==> src/rtl/game_countdown_timer.sv <==
// rtl/game_countdown_timer.sv - two-digit BCD countdown timer with pause/resume and expiry flag
module game_countdown_timer #(
    parameter int CLOCK_FREQUENCY = 50000000,
    parameter int WARN_THRESHOLD  = 10
) (
    input  logic       ClockIn,
    input  logic       Reset,
    input  logic       Load,
    input  logic [3:0] LoadTens,
    input  logic [3:0] LoadOnes,
    input  logic       Start,
    input  logic       Pause,
    output logic [3:0] OnesValue,
    output logic [3:0] TensValue,
    output logic       Running,
    output logic       TimeUp,
    output logic       Expired,
    output logic       Warning
);

    localparam int PW = (CLOCK_FREQUENCY > 1) ? $clog2(CLOCK_FREQUENCY) : 1;
    localparam logic [PW-1:0] PRESCALE_MAX = PW'(CLOCK_FREQUENCY - 1);

    typedef enum logic [1:0] {
        IDLE    = 2'd0,
        RUNNING = 2'd1,
        PAUSED  = 2'd2,
        EXPIRED = 2'd3
    } state_t;

    state_t        state, state_next;
    logic [3:0]    ones, ones_next;
    logic [3:0]    tens, tens_next;
    logic [PW-1:0] prescaler, prescaler_next;
    logic          expired_q, expired_next;
    logic [7:0]    count_dec;

    function automatic logic [3:0] clamp_bcd(input logic [3:0] d);
        return (d > 4'd9) ? 4'd9 : d;
    endfunction

    always_comb begin
        state_next     = state;
        ones_next      = ones;
        tens_next      = tens;
        prescaler_next = prescaler;
        expired_next   = 1'b0;

        if (Load) begin
            state_next     = IDLE;
            ones_next      = clamp_bcd(LoadOnes);
            tens_next      = clamp_bcd(LoadTens);
            prescaler_next = PRESCALE_MAX;
        end else begin
            unique case (state)
                IDLE: begin
                    if (Start && ((ones != 4'd0) || (tens != 4'd0)))
                        state_next = RUNNING;
                end
                RUNNING: begin
                    // Pause wins over a same-cycle tick; the prescaler then holds at 0
                    if (Pause) begin
                        state_next = PAUSED;
                    end else if (prescaler == '0) begin
                        prescaler_next = PRESCALE_MAX;
                        if (ones != 4'd0) begin
                            ones_next = ones - 4'd1;
                        end else if (tens != 4'd0) begin
                            ones_next = 4'd9;
                            tens_next = tens - 4'd1;
                        end
                        if ((tens == 4'd0) && (ones <= 4'd1)) begin
                            state_next   = EXPIRED;
                            expired_next = (ones == 4'd1);
                        end
                    end else begin
                        prescaler_next = prescaler - 1'b1;
                    end
                end
                PAUSED: begin
                    if (Start)
                        state_next = RUNNING;
                end
                EXPIRED: begin
                    state_next = EXPIRED;
                end
                default: begin
                    state_next = IDLE;
                end
            endcase
        end
    end

    always_ff @(posedge ClockIn or negedge Reset) begin
        if (!Reset) begin
            state     <= IDLE;
            ones      <= 4'd0;
            tens      <= 4'd0;
            prescaler <= PRESCALE_MAX;
            expired_q <= 1'b0;
        end else begin
            state     <= state_next;
            ones      <= ones_next;
            tens      <= tens_next;
            prescaler <= prescaler_next;
            expired_q <= expired_next;
        end
    end

    assign count_dec = ({4'd0, tens} * 8'd10) + {4'd0, ones};

    assign OnesValue = ones;
    assign TensValue = tens;
    assign Running   = (state == RUNNING);
    assign TimeUp    = (state == EXPIRED);
    assign Expired   = expired_q;
    assign Warning   = Running && (int'(count_dec) <= WARN_THRESHOLD);

endmodule

==> config.mk <==
export PLATFORM = sky130hd
export DESIGN_NAME = game_countdown_timer
export DESIGN_NICKNAME = d
export VERILOG_FILES = /design/src/rtl/game_countdown_timer.sv
export SDC_FILE = /design/constraint.sdc
export NUM_CORES = 1
export LEC_CHECK = 0
export CORE_MARGIN = 2
export CORE_UTILIZATION = 35
export DETAILED_ROUTE_END_ITERATION = 10
export DONT_BUFFER_PORTS = 1
export GPL_TIMING_DRIVEN = 0
export SLEW_MARGIN = 20
export SYNTH_ARGS = -nofsm -noshare
export SYNTH_HDL_FRONTEND = slang
export SYNTH_SLANG_ARGS = --single-unit
==> constraint.sdc <==
create_clock -name ClockIn -period 5 [get_ports ClockIn]
set_clock_uncertainty 0.1 [all_clocks]
set_input_delay 1 -clock ClockIn [delete_from_list [all_inputs] [get_ports ClockIn]]
set_output_delay 1 -clock ClockIn [all_outputs]
set_load 0.005 [all_outputs]
==> results.sh <==
export IMPL_outcome="finished, violations left"
export IMPL_failing_checks="design-rule violations"
export IMPL_synth_top_cell_area_share_pct=20.3
export IMPL_multi_input_area_um2=1320
export IMPL_holdBufCountCts=0
export IMPL_critical_path_class="reg -> out"
export IMPL_largest_net_degree_at_the_start_of_global_routing=38
export IMPL_synth_lib_cells_used_distinct=48
export IMPL_fp_dieW_um=85.8
export IMPL_timing_final_crit_period_ns=3.76
export IMPL_crit_path_frequent_cell="sky130_fd_sc_hd__ha_1"
export IMPL_timing_critical_path_fanout_max=6
export IMPL_max_cap_violations=0
export IMPL_drt_pass1_iter_count=9
export IMPL_post_cts_buffers=0
export IMPL_groute_usage_overall_pct=15.6
export IMPL_timing_hold_worst_class="in -> async"
export IMPL_grt_most_used_layer="met2"
export IMPL_worst_slew_pin_slew_ns=0.662
export IMPL_clk_pin_slew_ns=0.08
export IMPL_gp_congestion=0.817
export IMPL_synth_edf_count=0
export IMPL_avgSynthCellArea_um2=9.29
export IMPL_synth_seq_area_share_pct=40.5
export IMPL_yosys_top_cells_area="sky130_fd_sc_hd__dfrtp_1, sky130_fd_sc_hd__dfstp_2, sky130_fd_sc_hd__xnor2_1, sky130_fd_sc_hd__ha_1, sky130_fd_sc_hd__nor2_1"
export IMPL_power_static_leakage_nw=0.925
export IMPL_finalHoldViolations=0
export IMPL_crit_chain="ha_1 > ha_1 > inv_1 > fa_1 > nand2_1 > o21ai_0 > a22oi_1 > a2111oi_0"
export IMPL_grt_met1_usage_pct=22.6
export IMPL_cts_max_level=2
export IMPL_syn_nets=276
export IMPL_grt_pass1_wl_um=9160
export IMPL_final_design_instance_area_without_fill_um2=2540
export IMPL_critical_path_source_type="flop"
export IMPL_design_core_area_um2=6420
export IMPL_timing_critical_path_slowest_cell_delay_ns=0.57
export IMPL_commonest_cells_after_routing_fill_and_taps_aside="sky130_fd_sc_hd__nor2_1, sky130_fd_sc_hd__nand2_1, sky130_fd_sc_hd__xnor2_1"
export IMPL_io_pins=25
export IMPL_initial_antenna_violation_count=0
export IMPL_final_instance_count_excl_fill=337
export IMPL_first_global_vias=1870
export IMPL_fillerInstances=623
export IMPL_row_count=29
export IMPL_ff_latch_area_um2=948
export IMPL_setup_violations=0
export IMPL_clock_tree_root_cell="sky130_fd_sc_hd__clkbuf_8"
export IMPL_cts_buffer_depth=2
export IMPL_number_of_design_rule_violations_left_by_the_first_detailed_router_iteration=157
export IMPL_nets=283
export IMPL_mapped_cells=252
export IMPL_die_area_um2=7360
export IMPL_drt_via_density=5.38
export IMPL_area_growth_pct=8.44
export IMPL_portBuffers=0
export IMPL_global_route_overflow_total=0
export IMPL_total_power_mw=0.658
export IMPL_die_h_um=85.8
export IMPL_peakVddDrop_v=0.000144
export IMPL_numPlacedInstances=329
export IMPL_placed_area_um2=2440
export IMPL_most_frequent_standard_cell_in_the_layout_excluding_fill_and_tap_cells="sky130_fd_sc_hd__nor2_1"
export IMPL_post_cts_resized_instances=0
export IMPL_synth_seq_cells=37
export IMPL_share_of_the_clock_period_used_by_the_worst_path_after_layout_pct=75.2
export IMPL_n_antenna_cell=0
export IMPL_worst_endpoint_arrival_ns=2.66
export IMPL_postRouteWirelength_um=5200
export IMPL_rsz0062_at_grt="no"
export IMPL_clk_lat_worst_skew_ns=0.29
export IMPL_groute_layer_met2_usage_pct=23.9
export IMPL_r2r_setup_slack_ns=2.22
export IMPL_fin_setup_tns_ns=0
export IMPL_met3_usage_pct=3.66
export IMPL_tritoncts_num_sinks=37
export IMPL_timing_max_slew_rel_slack_pct=55.5
export IMPL_drc_errors=3
export IMPL_final_antenna_net_count=0
export IMPL_cpMaxStageDelayCell="sky130_fd_sc_hd__fa_1"
export IMPL_via_count=1812
export IMPL_asyncSetResetFlopFracSynth_pct=100
export IMPL_syn_area_um2=2340
export IMPL_power_density_nw_per_um2=259
export IMPL_clock_tree_from_tritoncts="done"
export IMPL_synth_ff_type="sky130_fd_sc_hd__dfrtp_1"
export IMPL_wl_per_cell_um=15.4
export IMPL_initial_utilization_pct=36.5
export IMPL_cts_buffers=5
export IMPL_crit_required_ns=3.90
export IMPL_hpwl_after_detailed_placement_um=3780
export IMPL_drive_gt1_share_pct=13.8
export IMPL_fmax_mhz=266
export IMPL_maxSlewViolCount=0
export IMPL_ys_warnings_count=0
export IMPL_endpoint_kind="primary output"
export IMPL_synth_top_area_cell="sky130_fd_sc_hd__dfrtp_1"
==> layout make-up <==
type                    instances  share of cell area (%)
flip-flops and latches         37                    37.3
plain buffers                   9                    1.43
clock buffers                   7                    3.79
clock inverters                 1                   0.197
multi-input cells             196                    52.0
inverters                      10                    1.48
well taps                      77                    3.79
==> cells by family (layout without fill, tap and decap cells) <==
kind of cell	after synthesis	count (layout)	synth area share [%]
adders and majority gates	11	11	6.52
xor gates and xnor gates	22	22	8.23
muxes	4	4	1.71
and+or+nand+nor	115	115	28.3
AOI/OAI and AO/OA	44	44	11.6
DFF	37	37	40.5
buffers and inverters	19	27	3.15
==> cells in the mapped netlist (2+ instances only) <==
master and n:
sky130_fd_sc_hd__xnor2_1 20, sky130_fd_sc_hd__o21ai_0 10, sky130_fd_sc_hd__or4_1 3, sky130_fd_sc_hd__xor2_1 2, sky130_fd_sc_hd__nor3_1 10, sky130_fd_sc_hd__nand2_1 22
sky130_fd_sc_hd__nand3_1 6, sky130_fd_sc_hd__nor4_1 11, sky130_fd_sc_hd__inv_1 9, sky130_fd_sc_hd__nand3b_1 4, sky130_fd_sc_hd__and2_1 2, sky130_fd_sc_hd__ha_1 9
sky130_fd_sc_hd__fa_1 2, sky130_fd_sc_hd__o311a_1 2, sky130_fd_sc_hd__nor3b_1 2, sky130_fd_sc_hd__a21o_1 2, sky130_fd_sc_hd__mux2i_1 4, sky130_fd_sc_hd__dfstp_2 18
sky130_fd_sc_hd__buf_2 2, sky130_fd_sc_hd__a22oi_1 2, sky130_fd_sc_hd__and3_1 3, sky130_fd_sc_hd__nand2b_1 5, sky130_fd_sc_hd__o31ai_1 3, sky130_fd_sc_hd__a21oi_1 11
sky130_fd_sc_hd__nor4_2 4, sky130_fd_sc_hd__dfrtp_1 19, sky130_fd_sc_hd__a31oi_1 4, sky130_fd_sc_hd__nor2b_1 4, sky130_fd_sc_hd__o21ai_1 4, sky130_fd_sc_hd__nor2_1 28
sky130_fd_sc_hd__nand4_1 2, sky130_fd_sc_hd__clkbuf_1 7
==> power breakdown <==
part           total [mW]  internal (mW)  switching [mW]
clock network       0.232          0.125           0.107
logic              0.0999         0.0427          0.0573
registers           0.326          0.309          0.0168
==> final timing paths <==
path,startpoint,end,cells past startpoint
max in group asynchronous,Reset,prescaler[20]$_DFFE_PN1P_,0
max reg2reg,prescaler[0]$_DFFE_PN1P_,prescaler[20]$_DFFE_PN1P_,8
max,TensValue[1]$_DFFE_PN0P_,Warning,8
min,Reset,prescaler[16]$_DFFE_PN0P_,0
min reg2reg,prescaler[4]$_DFFE_PN1P_,prescaler[4]$_DFFE_PN1P_,2
min in group ClockIn,prescaler[4]$_DFFE_PN1P_,prescaler[4]$_DFFE_PN1P_,2
==> registers in the layout, indices dropped and copies added (netlist names) <==
| name | cells |
|---|---|
| Expired | 1 |
| OnesValue | 4 |
| TensValue | 4 |
| prescaler | 26 |
| state | 2 |
==> metrics by stage <==
stage                     hold slack, ns  setup slack (ns)  utilization [%]
final                              0.290              1.24             39.5
after global routing               0.282              1.06             39.5
after CTS                          0.283              1.23             39.5
after detailed placement           0.398              1.56             38.0
after global placement             0.396              1.57             38.0
after floorplan                    0.375              1.81                -
==> metal layers <==
layer / vias to the layer above / part of all wire, %
met5: - / 0
met4: 0 / 0.38
met3: 3 / 4.7
met2: 26 / 45
met1: 864 / 50
li1: 919 / -
==> worst max-delay path: cells and delay by family, from the launching register on <==
family	cells	cell delay, ns
AND/OR/NAND/NOR	1	0.06
adder cells (fa/ha/maj)	3	1.08
AO/OA/AOI/OAI	3	0.68
flip-flops	1	0.50
buffers and inverters	1	0.05
No activity file was read; power rests on OpenSTA's default activity.
